File: src/rtl/tone_mixer_pkg.sv
// ----------------------------------------------------------------------------
// tone_mixer_pkg : shared types, LFSR constants and helpers for tone_mixer
// Revision 1.0
// ----------------------------------------------------------------------------
`default_nettype none

package tone_mixer_pkg;

  typedef enum logic [1:0] {
    WAVE_SAW    = 2'd0,
    WAVE_SQUARE = 2'd1,
    WAVE_TRI    = 2'd2,
    WAVE_NOISE  = 2'd3
  } wave_t;

  typedef enum logic [1:0] {
    S_IDLE  = 2'd0,
    S_ACCUM = 2'd1,
    S_OUT   = 2'd2
  } state_t;

  // Galois form of x^24+x^23+x^22+x^17+1, shifting right
  localparam logic [23:0] LFSR_TAPS = 24'hE10000;
  localparam logic [23:0] LFSR_SEED = 24'h000001;

  function automatic logic signed [63:0] saturate(input logic signed [63:0] v,
                                                  input int dw);
    logic signed [63:0] hi;
    logic signed [63:0] lo;
    hi = (64'sd1 <<< (dw - 1)) - 64'sd1;
    lo = -(64'sd1 <<< (dw - 1));
    if (v > hi) return hi;
    if (v < lo) return lo;
    return v;
  endfunction

  function automatic logic [23:0] lfsr_step(input logic [23:0] s);
    return (s >> 1) ^ (s[0] ? LFSR_TAPS : 24'h000000);
  endfunction

endpackage

`default_nettype wire

File: src/rtl/tone_wave_gen.sv
// ----------------------------------------------------------------------------
// tone_wave_gen : combinational saw/square/triangle/noise shaper for one channel
// Revision 1.0
// ----------------------------------------------------------------------------
`default_nettype none

module tone_wave_gen
  import tone_mixer_pkg::*;
#(
  parameter int DW = 24
) (
  input  logic [DW-1:0]        phase_top,
  input  logic [1:0]           wave,
  input  logic [23:0]          lfsr,
  output logic signed [DW-1:0] sample
);

  localparam logic [DW-1:0] HALF   = {1'b1, {(DW-1){1'b0}}};
  localparam logic [DW-1:0] SQ_POS = {1'b0, {(DW-1){1'b1}}};
  localparam logic [DW-1:0] SQ_NEG = {1'b1, {(DW-2){1'b0}}, 1'b1};

  logic [DW-1:0] noise_val;
  logic [DW-2:0] fold_val;
  logic [DW-1:0] tri_val;

  // LFSR is 24 bits wide; align its MSB with the sample MSB
  generate
    if (DW < 24) begin : g_noise_trunc
      assign noise_val = lfsr[23 -: DW];
    end else if (DW == 24) begin : g_noise_direct
      assign noise_val = lfsr;
    end else begin : g_noise_extend
      assign noise_val = {lfsr, {(DW-24){1'b0}}};
    end
  endgenerate

  always_comb begin
    fold_val = phase_top[DW-1] ? ~phase_top[DW-2:0] : phase_top[DW-2:0];
    tri_val  = {fold_val, 1'b0} - HALF;
  end

  always_comb begin
    sample = $signed(phase_top);
    case (wave_t'(wave))
      WAVE_SAW:    sample = $signed(phase_top);
      WAVE_SQUARE: sample = phase_top[DW-1] ? $signed(SQ_NEG) : $signed(SQ_POS);
      WAVE_TRI:    sample = $signed(tri_val);
      WAVE_NOISE:  sample = $signed(noise_val);
    endcase
  end

endmodule

`default_nettype wire

File: src/rtl/tone_mixer.sv
// ----------------------------------------------------------------------------
// tone_mixer : NCH time-multiplexed oscillators summed to stereo; MIX_SAT_EN selects saturation
// Revision 1.0
// ----------------------------------------------------------------------------
`default_nettype none

module tone_mixer
  import tone_mixer_pkg::*;
#(
  parameter int DW  = 24,
  parameter int NCH = 4,
  parameter int PW  = 24,
  parameter int TW  = 16
) (
  input  logic                      clk,
  input  logic                      rst_n,
  input  logic                      frame_req,
  input  logic                      cfg_we,
  input  logic [$clog2(NCH)-1:0]    cfg_ch,
  input  logic                      cfg_en,
  input  logic [1:0]                cfg_wave,
  input  logic [3:0]                cfg_gain,
  input  logic [1:0]                cfg_pan,
  input  logic [TW-1:0]             cfg_tuning,
  output logic signed [DW-1:0]      l_sample,
  output logic signed [DW-1:0]      r_sample,
  output logic                      valid,
  output logic                      busy,
  output logic                      overrun
);

  localparam int CW = $clog2(NCH);
  localparam int AW = DW + CW;

  logic [1:0] rst_sync_q, rst_sync_d;
  logic       rst_int_n;

  state_t                state_q, state_d;
  logic [CW-1:0]         ch_idx_q, ch_idx_d;
  logic signed [AW-1:0]  acc_l_q, acc_l_d;
  logic signed [AW-1:0]  acc_r_q, acc_r_d;
  logic [PW-1:0]         phase_q [NCH];
  logic [PW-1:0]         phase_d [NCH];
  logic [NCH-1:0]        en_q, en_d;
  logic [1:0]            wave_q [NCH];
  logic [1:0]            wave_d [NCH];
  logic [3:0]            gain_q [NCH];
  logic [3:0]            gain_d [NCH];
  logic [1:0]            pan_q [NCH];
  logic [1:0]            pan_d [NCH];
  logic [TW-1:0]         tuning_q [NCH];
  logic [TW-1:0]         tuning_d [NCH];
  logic [23:0]           lfsr_q, lfsr_d;
  logic signed [DW-1:0]  l_sample_q, l_sample_d;
  logic signed [DW-1:0]  r_sample_q, r_sample_d;
  logic                  valid_q, valid_d;
  logic                  busy_q, busy_d;
  logic                  overrun_q, overrun_d;

  logic [DW-1:0]         phase_top;
  logic signed [DW-1:0]  wave_val;
  logic signed [DW-1:0]  scaled_val;
  logic signed [AW-1:0]  scaled_ext;
  logic signed [DW-1:0]  mix_l, mix_r;

  // Reset asserts asynchronously but releases only after two clean edges
  always_comb rst_sync_d = {rst_sync_q[0], 1'b1};

  always_ff @(posedge clk or negedge rst_n) begin
    if (!rst_n) rst_sync_q <= 2'b00;
    else        rst_sync_q <= rst_sync_d;
  end

  assign rst_int_n = rst_sync_q[1];

  assign phase_top = phase_q[ch_idx_q][PW-1 -: DW];

  tone_wave_gen #(
    .DW (DW)
  ) u_wave_gen (
    .phase_top (phase_top),
    .wave      (wave_q[ch_idx_q]),
    .lfsr      (lfsr_q),
    .sample    (wave_val)
  );

  assign scaled_val = wave_val >>> gain_q[ch_idx_q];
  assign scaled_ext = {{CW{scaled_val[DW-1]}}, scaled_val};

`ifdef MIX_SAT_EN
  assign mix_l = DW'(saturate(64'(acc_l_d), DW));
  assign mix_r = DW'(saturate(64'(acc_r_d), DW));
`else
  assign mix_l = DW'(acc_l_d >>> CW);
  assign mix_r = DW'(acc_r_d >>> CW);
`endif

  always_comb begin
    state_d    = state_q;
    ch_idx_d   = ch_idx_q;
    acc_l_d    = acc_l_q;
    acc_r_d    = acc_r_q;
    phase_d    = phase_q;
    en_d       = en_q;
    wave_d     = wave_q;
    gain_d     = gain_q;
    pan_d      = pan_q;
    tuning_d   = tuning_q;
    lfsr_d     = lfsr_q;
    l_sample_d = l_sample_q;
    r_sample_d = r_sample_q;
    valid_d    = 1'b0;
    overrun_d  = overrun_q;

    case (state_q)
      S_IDLE: begin
        if (frame_req) begin
          acc_l_d  = '0;
          acc_r_d  = '0;
          ch_idx_d = '0;
          state_d  = S_ACCUM;
        end
      end
      S_ACCUM: begin
        if (frame_req) overrun_d = 1'b1;
        if (en_q[ch_idx_q]) begin
          if (pan_q[ch_idx_q][1]) acc_l_d = acc_l_q + scaled_ext;
          if (pan_q[ch_idx_q][0]) acc_r_d = acc_r_q + scaled_ext;
          phase_d[ch_idx_q] = phase_q[ch_idx_q] + PW'(tuning_q[ch_idx_q]);
          if (wave_q[ch_idx_q] == WAVE_NOISE) lfsr_d = lfsr_step(lfsr_q);
        end
        if (ch_idx_q == CW'(NCH - 1)) begin
          l_sample_d = mix_l;
          r_sample_d = mix_r;
          valid_d    = 1'b1;
          state_d    = S_OUT;
        end else begin
          ch_idx_d = ch_idx_q + CW'(1);
        end
      end
      S_OUT: begin
        if (frame_req) overrun_d = 1'b1;
        state_d = S_IDLE;
      end
      default: state_d = S_IDLE;
    endcase

    // Config lands after the datapath so a disable-clear beats the phase step
    if (cfg_we && (int'(cfg_ch) < NCH)) begin
      en_d[cfg_ch]     = cfg_en;
      wave_d[cfg_ch]   = cfg_wave;
      gain_d[cfg_ch]   = cfg_gain;
      pan_d[cfg_ch]    = cfg_pan;
      tuning_d[cfg_ch] = cfg_tuning;
      if (!cfg_en) phase_d[cfg_ch] = '0;
    end

    busy_d = (state_d == S_ACCUM);
  end

  always_ff @(posedge clk or negedge rst_int_n) begin
    if (!rst_int_n) begin
      state_q    <= S_IDLE;
      ch_idx_q   <= '0;
      acc_l_q    <= '0;
      acc_r_q    <= '0;
      en_q       <= '0;
      lfsr_q     <= LFSR_SEED;
      l_sample_q <= '0;
      r_sample_q <= '0;
      valid_q    <= 1'b0;
      busy_q     <= 1'b0;
      overrun_q  <= 1'b0;
      for (int i = 0; i < NCH; i++) begin
        phase_q[i]  <= '0;
        wave_q[i]   <= '0;
        gain_q[i]   <= '0;
        pan_q[i]    <= '0;
        tuning_q[i] <= '0;
      end
    end else begin
      state_q    <= state_d;
      ch_idx_q   <= ch_idx_d;
      acc_l_q    <= acc_l_d;
      acc_r_q    <= acc_r_d;
      en_q       <= en_d;
      lfsr_q     <= lfsr_d;
      l_sample_q <= l_sample_d;
      r_sample_q <= r_sample_d;
      valid_q    <= valid_d;
      busy_q     <= busy_d;
      overrun_q  <= overrun_d;
      phase_q    <= phase_d;
      wave_q     <= wave_d;
      gain_q     <= gain_d;
      pan_q      <= pan_d;
      tuning_q   <= tuning_d;
    end
  end

  assign l_sample = l_sample_q;
  assign r_sample = r_sample_q;
  assign valid    = valid_q;
  assign busy     = busy_q;
  assign overrun  = overrun_q;

endmodule

`default_nettype wire

File: config.mk
export PLATFORM = sky130hd
export DESIGN_NAME = tone_mixer
export DESIGN_NICKNAME = d
export VERILOG_FILES = /design/src/rtl/tone_mixer_pkg.sv /design/src/rtl/tone_wave_gen.sv /design/src/rtl/tone_mixer.sv
export SDC_FILE = /design/constraint.sdc
export NUM_CORES = 1
export LEC_CHECK = 0
export CAP_MARGIN = 15
export CELL_PAD_IN_SITES_DETAIL_PLACEMENT = 0
export CELL_PAD_IN_SITES_GLOBAL_PLACEMENT = 2
export CORE_MARGIN = 2
export CORE_UTILIZATION = 41
export CTS_CLUSTER_SIZE = 10
export DETAILED_ROUTE_END_ITERATION = 7
export HOLD_SLACK_MARGIN = 0.03
export PLACE_DENSITY = 0.91
export SYNTH_ARGS = -nofsm -noshare
export SYNTH_HDL_FRONTEND = slang
export SYNTH_SLANG_ARGS = --single-unit
File: constraint.sdc
create_clock -name clk -period 11.1 [get_ports clk]
set_clock_uncertainty 0.15 [all_clocks]
set_input_delay 2.22 -clock clk [delete_from_list [all_inputs] [get_ports clk]]
set_output_delay 2.22 -clock clk [all_outputs]
set_load 0.03 [all_outputs]
Word-level counts from Yosys, hierarchy flattened
Cells that the tools add are included.
{"block": "totals", "ff_bits": 329, "latchBits": 0, "ramBits": 0, "rom_bits": 0, "in_bits": 31, "out_inout_bits": 51, "wordCells": 137, "memories": 0}
{"block": "classes", "n_addsub": 5, "multipliers": 0, "div": 0, "magnitude_cmp": 7, "eq_ne": 12, "shift": 1, "n_mux": 59, "bitwise": 6, "reduce_logical": 13}
{"op": "two-way mux 96 bit", "n": 4}
{"op": "two-way mux 26 bit", "n": 6}
{"op": "two-way mux 24 bit", "n": 6}
{"op": "case mux 26 bit (2 select lines)", "n": 2}
{"op": "bitwise AND 96 bit", "n": 1}
{"op": "bitwise mux 96 bit", "n": 1}
{"op": "demux 24 bit (select 2 bit)", "n": 2}
{"op": "inverter 96 bit", "n": 1}
{"op": "case mux 24 bit (4 select lines)", "n": 1}
{"op": "bitwise mux 64 bit", "n": 1}
{"op": "adder 26 x 24 -> 26 bit", "n": 2}
{"op": "binary-select mux 24 bit (select 2 bit)", "n": 1}
{"op": "two-way mux 16 bit", "n": 3}
{"op": "binary-select mux 16 bit (select 2 bit)", "n": 1}
{"op": "demux 16 bit (select 2 bit)", "n": 1}
{"op": "adder 24 x 16 -> 24 bit", "n": 1}
{"op": ">>> shifter 24 x 4 -> 24 bit", "n": 1}
{"op": "subtractor 24 bit (second input constant)", "n": 1}
{"op": "bitwise XOR 23 x 24 -> 24 bit", "n": 1}
{"op": "two-way mux 23 bit", "n": 1}
{"op": "inverter 23 bit", "n": 1}
{"op": "two-way mux 2 bit", "n": 9}
{"op": "bitwise mux 16 bit", "n": 1}
{"op": "bitwise mux 8 bit", "n": 2}
{"op": "26 further kinds", "n": 52}

Logic depth before layout (Yosys ltp)
{"block": "depth", "depth_word": 13, "ltp_mapped": 25, "mapped_depth_nobuf": 21}

Modules after synthesis
Synthesis repeated with hierarchy kept, for this count alone.
{"block": "unflattened", "hier_cells": 1882, "hier_area_um2": 19067.0}
{"mod": "tone_mixer", "instances": 1, "cells_per_inst": 1745, "area_each_um2": 18255.0, "seq_area_each_um2": 8234.1}
{"mod": "tone_wave_gen", "instances": 1, "cells_per_inst": 137, "area_each_um2": 812.0, "seq_area_each_um2": 0.0}

Least setup slack after synthesis
Ideal clock, no wire load.
{"block": "synth_timing", "path_type": "register to register", "from": "reg ch_idx_q[0]", "to": "reg acc_l_q[24]", "setup_ns": 0.121, "arrival_time_ns": 5.020, "required_ns": 10.829, "path_slack_ns": 5.809, "stages_incl_launch_ff": 25, "n_path_buf": 4, "synth_period_minus_slack_ns": 5.291, "path_cell_list": "dfrtp_1 -> buf_6 -> mux4_2 -> buf_6 -> buf_4 -> buf_4 -> xnor2_1 -> o21ai_0 -> a21oi_1 -> mux2i_1 -> mux2i_1 -> nor2_1 -> a21oi_1 -> mux2i_1 -> ha_1 -> fa_1 -> a211oi_1 -> o21a_1 -> a21boi_1 -> o31a_1 -> a221oi_2 -> o21ai_1 -> a221oi_2 -> xnor2_1 -> a22o_1"}
{"block": "synth_via", "elab_chain_len": 13, "elab_cells_between_ends": 29, "cone_classes": "add/sub: 2; eq/ne: 3; shift: 1; mux: 20; bitwise: 2; reduce/logical: 1"}
{"item": "start, declared", "line": "tone_mixer.sv:39", "text": "logic [CW-1:0] ch_idx_q, ch_idx_d;"}
{"item": "start signal, assigned", "line": "tone_mixer.sv:183", "text": "ch_idx_q <= ch_idx_d;"}
{"item": "inverter 2 -> 3 bit (not written as such)"}
{"item": "binary-select mux 24 bit (select 2 bit)", "line": "tone_mixer.sv:76", "text": "assign phase_top = phase_q[ch_idx_q][PW-1 -: DW];"}
{"item": "two-way mux 24 bit (not written as such) (2 in series)", "line": "tone_mixer.sv:76"}
{"item": "inverter 23 bit", "line": "tone_wave_gen.sv:38", "text": "fold_val = phase_top[DW-1] ? ~phase_top[DW-2:0] : phase_top[DW-2:0];"}
{"item": "two-way mux 23 bit", "line": "tone_wave_gen.sv:38"}
{"item": "subtractor 24 bit", "line": "tone_wave_gen.sv:39", "text": "tri_val = {fold_val, 1'b0} - HALF;"}
{"item": "case mux 24 bit (4 select lines)", "line": "tone_wave_gen.sv:44", "text": "case (wave_t'(wave))"}
{"item": ">>> shifter 24 x 4 -> 24 bit", "line": "tone_mixer.sv:87", "text": "assign scaled_val = wave_val >>> gain_q[ch_idx_q];"}
{"item": "adder 26 x 24 -> 26 bit", "line": "tone_mixer.sv:127", "text": "if (pan_q[ch_idx_q][1]) acc_l_d = acc_l_q + scaled_ext;"}
{"item": "two-way mux 26 bit", "line": "tone_mixer.sv:127"}
{"item": "two-way mux 26 bit (*)", "line": "tone_mixer.sv:126", "text": "if (en_q[ch_idx_q]) begin"}
{"item": "case mux 26 bit (2 select lines) (*)", "line": "tone_mixer.sv:115", "text": "case (state_q)"}
{"item": "via acc_l_d[24]", "line": "tone_mixer.sv:40", "text": "logic signed [AW-1:0] acc_l_q, acc_l_d;"}
{"item": "end signal, assigned", "line": "tone_mixer.sv:184", "text": "acc_l_q <= acc_l_d;"}
{"item": "end, declared", "line": "tone_mixer.sv:40"}
The timed path passes the listed nets; every way through them passes the cells marked *. The select of a mux whose other input is x is not followed.
A chain may end at the register's enable or synchronous reset.

Final worst setup path
{"block": "layout_timing", "from": "reg ch_idx_q[0]", "to": "reg l_sample_q[23], in the netlist l_sample[23]"}
{"block": "layout_via", "elab_chain_len": 13, "elab_cells_between_ends": 31, "cone_classes": "add/sub: 2; eq/ne: 4; shift: 1; mux: 20; bitwise: 2; reduce/logical: 2"}
{"item": "inverter 2 -> 3 bit (not written as such)"}
{"item": "binary-select mux 24 bit (select 2 bit)", "line": "tone_mixer.sv:76"}
{"item": "two-way mux 24 bit (not written as such) (2 in series)", "line": "tone_mixer.sv:76"}
{"item": "inverter 23 bit", "line": "tone_wave_gen.sv:38"}
{"item": "two-way mux 23 bit", "line": "tone_wave_gen.sv:38"}
{"item": "subtractor 24 bit", "line": "tone_wave_gen.sv:39"}
{"item": "case mux 24 bit (4 select lines)", "line": "tone_wave_gen.sv:44"}
{"item": ">>> shifter 24 x 4 -> 24 bit", "line": "tone_mixer.sv:87"}
{"item": "adder 26 x 24 -> 26 bit", "line": "tone_mixer.sv:127"}
{"item": "two-way mux 26 bit", "line": "tone_mixer.sv:127"}
{"item": "two-way mux 26 bit", "line": "tone_mixer.sv:126"}
{"item": "case mux 26 bit (2 select lines)", "line": "tone_mixer.sv:115"}
{"item": "end signal, assigned", "line": "tone_mixer.sv:188", "text": "l_sample_q <= l_sample_d;"}
{"item": "end, declared", "line": "tone_mixer.sv:54", "text": "logic signed [DW-1:0] l_sample_q, l_sample_d;"}
Parallel ways exist; a longest one is shown, timed or not. The select of a mux whose other input is x is not followed.

==> out/qor.yml <==
status:
  status: "completed"
drt:
  wl_um: 49700
  vias: 14307
  wl_per_cell_um: 19.8
  drt_iter0_drc: 1025
  vias_per_cell: 5.70
  dr.pass1.iters: 5
  route.detailed.drc: 0
  ant_nets: 0
synth:
  syn_inst: 1860
  async_flop_share_pct: 100
  seq_area_frac_synth_pct: 43.3
  syn_area_mm2: 0.0190
  ys_warn_count: 0
  synth_fp_nets: 1970
  synth_area_per_cell_um2: 10.2
  ys_types: 74
  synth_edf_count: 0
  synth_flop_cell: "dfrtp_1"
  ys_ff_latch: 329
cells_and_area:
  multi_input_area_mm2: 0.0102
  fill_cells: 4245
  regArea_mm2: 0.00824
  fin_nets: 1999
  area_delta_synth_final_pct: 12.7
  final_area_mm2: 0.0214
  drive_gt1_share_pct: 14.6
  antennaDiodeCount: 0
grt:
  grt_antenna_before_repair: 1
  grt_pass1_wl_um: 80000
  first_global_vias: 14487
  grt_max_degree: 83
  overflow: 0
  grt_use_total_pct: 21.2
sta:
  post-route-period-util_pct: 65.5
  slew_violations: 0
  rsz0062_at_grt: "no"
  slew_headroom_pct: 24.9
  fmax_ghz: 0.137
  worst_slew_pin_slew_ns: 1.13
  final-hold-violation-count: 0
  fin_setup_tns_ns: 0
  finalCriticalPeriod_ns: 7.27
  setup_viol: 0
setup_path:
  path_buf_inv: 1
  cp.required_ns: 11.44
  cp-start-kind: "register"
  r2r-start: "ch_idx_q[0]"
  worst_path_most_repeated_cell: "a21oi_1"
  path_max_fanout: 30
  cpPeakStageDelay_ns: 0.95
  worstSetupPathType: "reg2reg"
  arrival_ns: 7.62
  path_delay_family: "compound AO/OA/AOI/OAI gates"
  crit_path_top_delay_cell: "mux4_2"
  cp-end-kind: "register"
  path_cells: "buf_4 > mux4_2 > and2_4 > nor3_2 > a21oi_1 > mux2_2 > mux2i_1 > mux2i_1 > a222oi_1 > ha_1 > a21oi_1 > nand2_1 > o31a_1 > a2111oi_0 > o31ai_1 > a21oi_1 > xnor2_1 > or4_1 > nand3_1"
  crit_path_start: "ch_idx_q[0]"
floorplan:
  core_mm2: 0.0456
  design.die.area_mm2: 0.0481
  rows: 78
  die_y_um: 219
  io_pins: 82
  initial_core_util_pct: 41.7
  chipWidth_um: 219
clock_network:
  cts_made_buffers: 40
  cts_resized: 0
  clock_latency_ns: 0.58
  cts_hold_buffers: 0
  clockBufferDepth: 3
  numClockSinks: 329
  clkTransAtPathRegs_ns: 0.06
  cts_root_buffer: "clkbuf_16"
  h-tree-depth: 2
  post-cts-setup-buffers: 0
  tritoncts: "yes"
placed_design:
  placed_area_mm2: 0.0202
  dp_hpwl_um: 34500
  gp_congestion: 0.885
  io_buffers: 81
flow_run:
  cap_violations: 0
min_path:
  hp-class: "reg2async"
==> flip-flops by register name, indices dropped and copies added, names as in the netlist <==
signal	cells
acc_l_q	26
acc_r_q	26
busy	1
ch_idx_q	2
en_q	4
gain_q	16
l_sample	24
lfsr_q	24
overrun	1
pan_q	8
phase_q	96
r_sample	24
rst_sync_q	2
state_q	2
tuning_q	64
valid	1
wave_q	8
==> cells by family (layout without fill, tap and decap cells) <==
family | count (synthesis) | in the layout | share of synthesized area [%]
adders and majority gates | 79 | 79 | 5.32
muxes | 241 | 241 | 16.9
and+or+nand+nor | 526 | 526 | 12.0
AOI/OAI and AO/OA | 455 | 455 | 15.1
other | 1 | 1 | 0.0197
xor gates and xnor gates | 88 | 88 | 4.06
buffers and inverters | 141 | 189 | 3.27
DFF | 329 | 329 | 43.3
==> layout make-up <==
| cell class | instances | area share [%] |
|---|---|---|
| tap | 600 | 3.51 |
| timing repair buffer | 101 | 4.62 |
| multi-input combinational | 1390 | 47.4 |
| inverter | 27 | 0.473 |
| clock inverter | 5 | 0.421 |
| clock buffer | 56 | 5.05 |
| sequential | 329 | 38.5 |
==> worst register-to-register path: cells and delay by family, from the launching register on <==
kind                     cells  cell delay, ns
AND/OR/NAND/NOR              5            1.18
AO/OA/AOI/OAI                7            2.31
adder cells (fa/ha/maj)      1            0.39
XOR/XNOR                     1            0.13
buffers and inverters        1            0.64
multiplexers                 4            1.67
flip-flops                   1            0.74
==> cells in the final DEF (no fill, tap or decap), types with 13 or more instances in the layout <==
cell type        synthesis  routed
a211oi_1                30      30
a21o_1                  33      33
a21oi_1                145     145
a22o_1                  18      18
and3_1                  16      16
buf_4                    4      18
clkbuf_1                63      14
clkbuf_16                0      40
clkdlybuf4s50_1          0      81
dfrtp_1                328     325
ha_1                    76      76
inv_1                   26      25
mux2_2                 141     141
mux2i_1                 51      51
mux4_2                  49      49
nand2_1                220     220
nand2b_1                13      13
nand3_1                 26      26
nor2_1                 170     167
nor2b_1                 14      14
nor3_1                  27      27
o21ai_0                105     105
o22ai_1                 22      22
o31ai_1                 15      15
xnor2_1                 60      60
xor2_1                  28      28
==> synth_stat cells, types with 18 or more instances <==
master / n / share of area [%]
ha_1: 76 / 5.0
nor2_1: 170 / 3.4
o22ai_1: 22 / 0.72
a21oi_1: 145 / 3.8
inv_1: 26 / 0.51
xor2_1: 28 / 1.3
nand2_1: 220 / 4.3
xnor2_1: 60 / 2.8
mux2i_1: 51 / 2.7
mux4_2: 49 / 5.8
clkbuf_1: 63 / 1.2
nand3_1: 26 / 0.68
nor3_1: 27 / 0.71
dfrtp_1: 328 / 43
a21o_1: 33 / 1.3
mux2_2: 141 / 8.4
a211oi_1: 30 / 1.2
o21ai_0: 105 / 2.8
buf_2: 25 / 0.66
a22o_1: 18 / 0.83
==> final timing paths <==
check	cells after the start	slack [ns]	endpoint
worst max register to register	19	3.83	l_sample[23]
max in group asynchronous	2	8.48	ch_idx_q[0]
worst min register to register	0	0.06	phase_q[19]
worst max-delay path	19	3.83	l_sample[23]
worst min-delay path	0	0.06	phase_q[19]
min in group clk	0	0.20	rst_sync_q[1]
==> layer usage <==
layer	global-route usage (%)	wire length (µm)
met3	3.30	2240
met5	0	13
met4	7.79	1550
met2	35.2	24000
met1	27.9	21900
==> per-stage QoR <==
| step | hold WS (ns) | cells | util [%] | setup WS, ns |
|---|---|---|---|---|
| global route | 0.0986 | 2508 | 47.0 | 3.29 |
| finish | 0.0567 | 2508 | 47.0 | 3.83 |
| floorplan | 0.181 | 1860 | - | 1.10 |
| global placement | 0.0683 | 2445 | 44.3 | 3.91 |
| detailed placement | 0.0755 | 2445 | 44.3 | 3.86 |
| CTS | 0.0741 | 2506 | 46.9 | 3.81 |
Power is left out: the tool's default activity adds up to more than one toggle a clock period on the data nets, which glitch-free logic cannot reach.
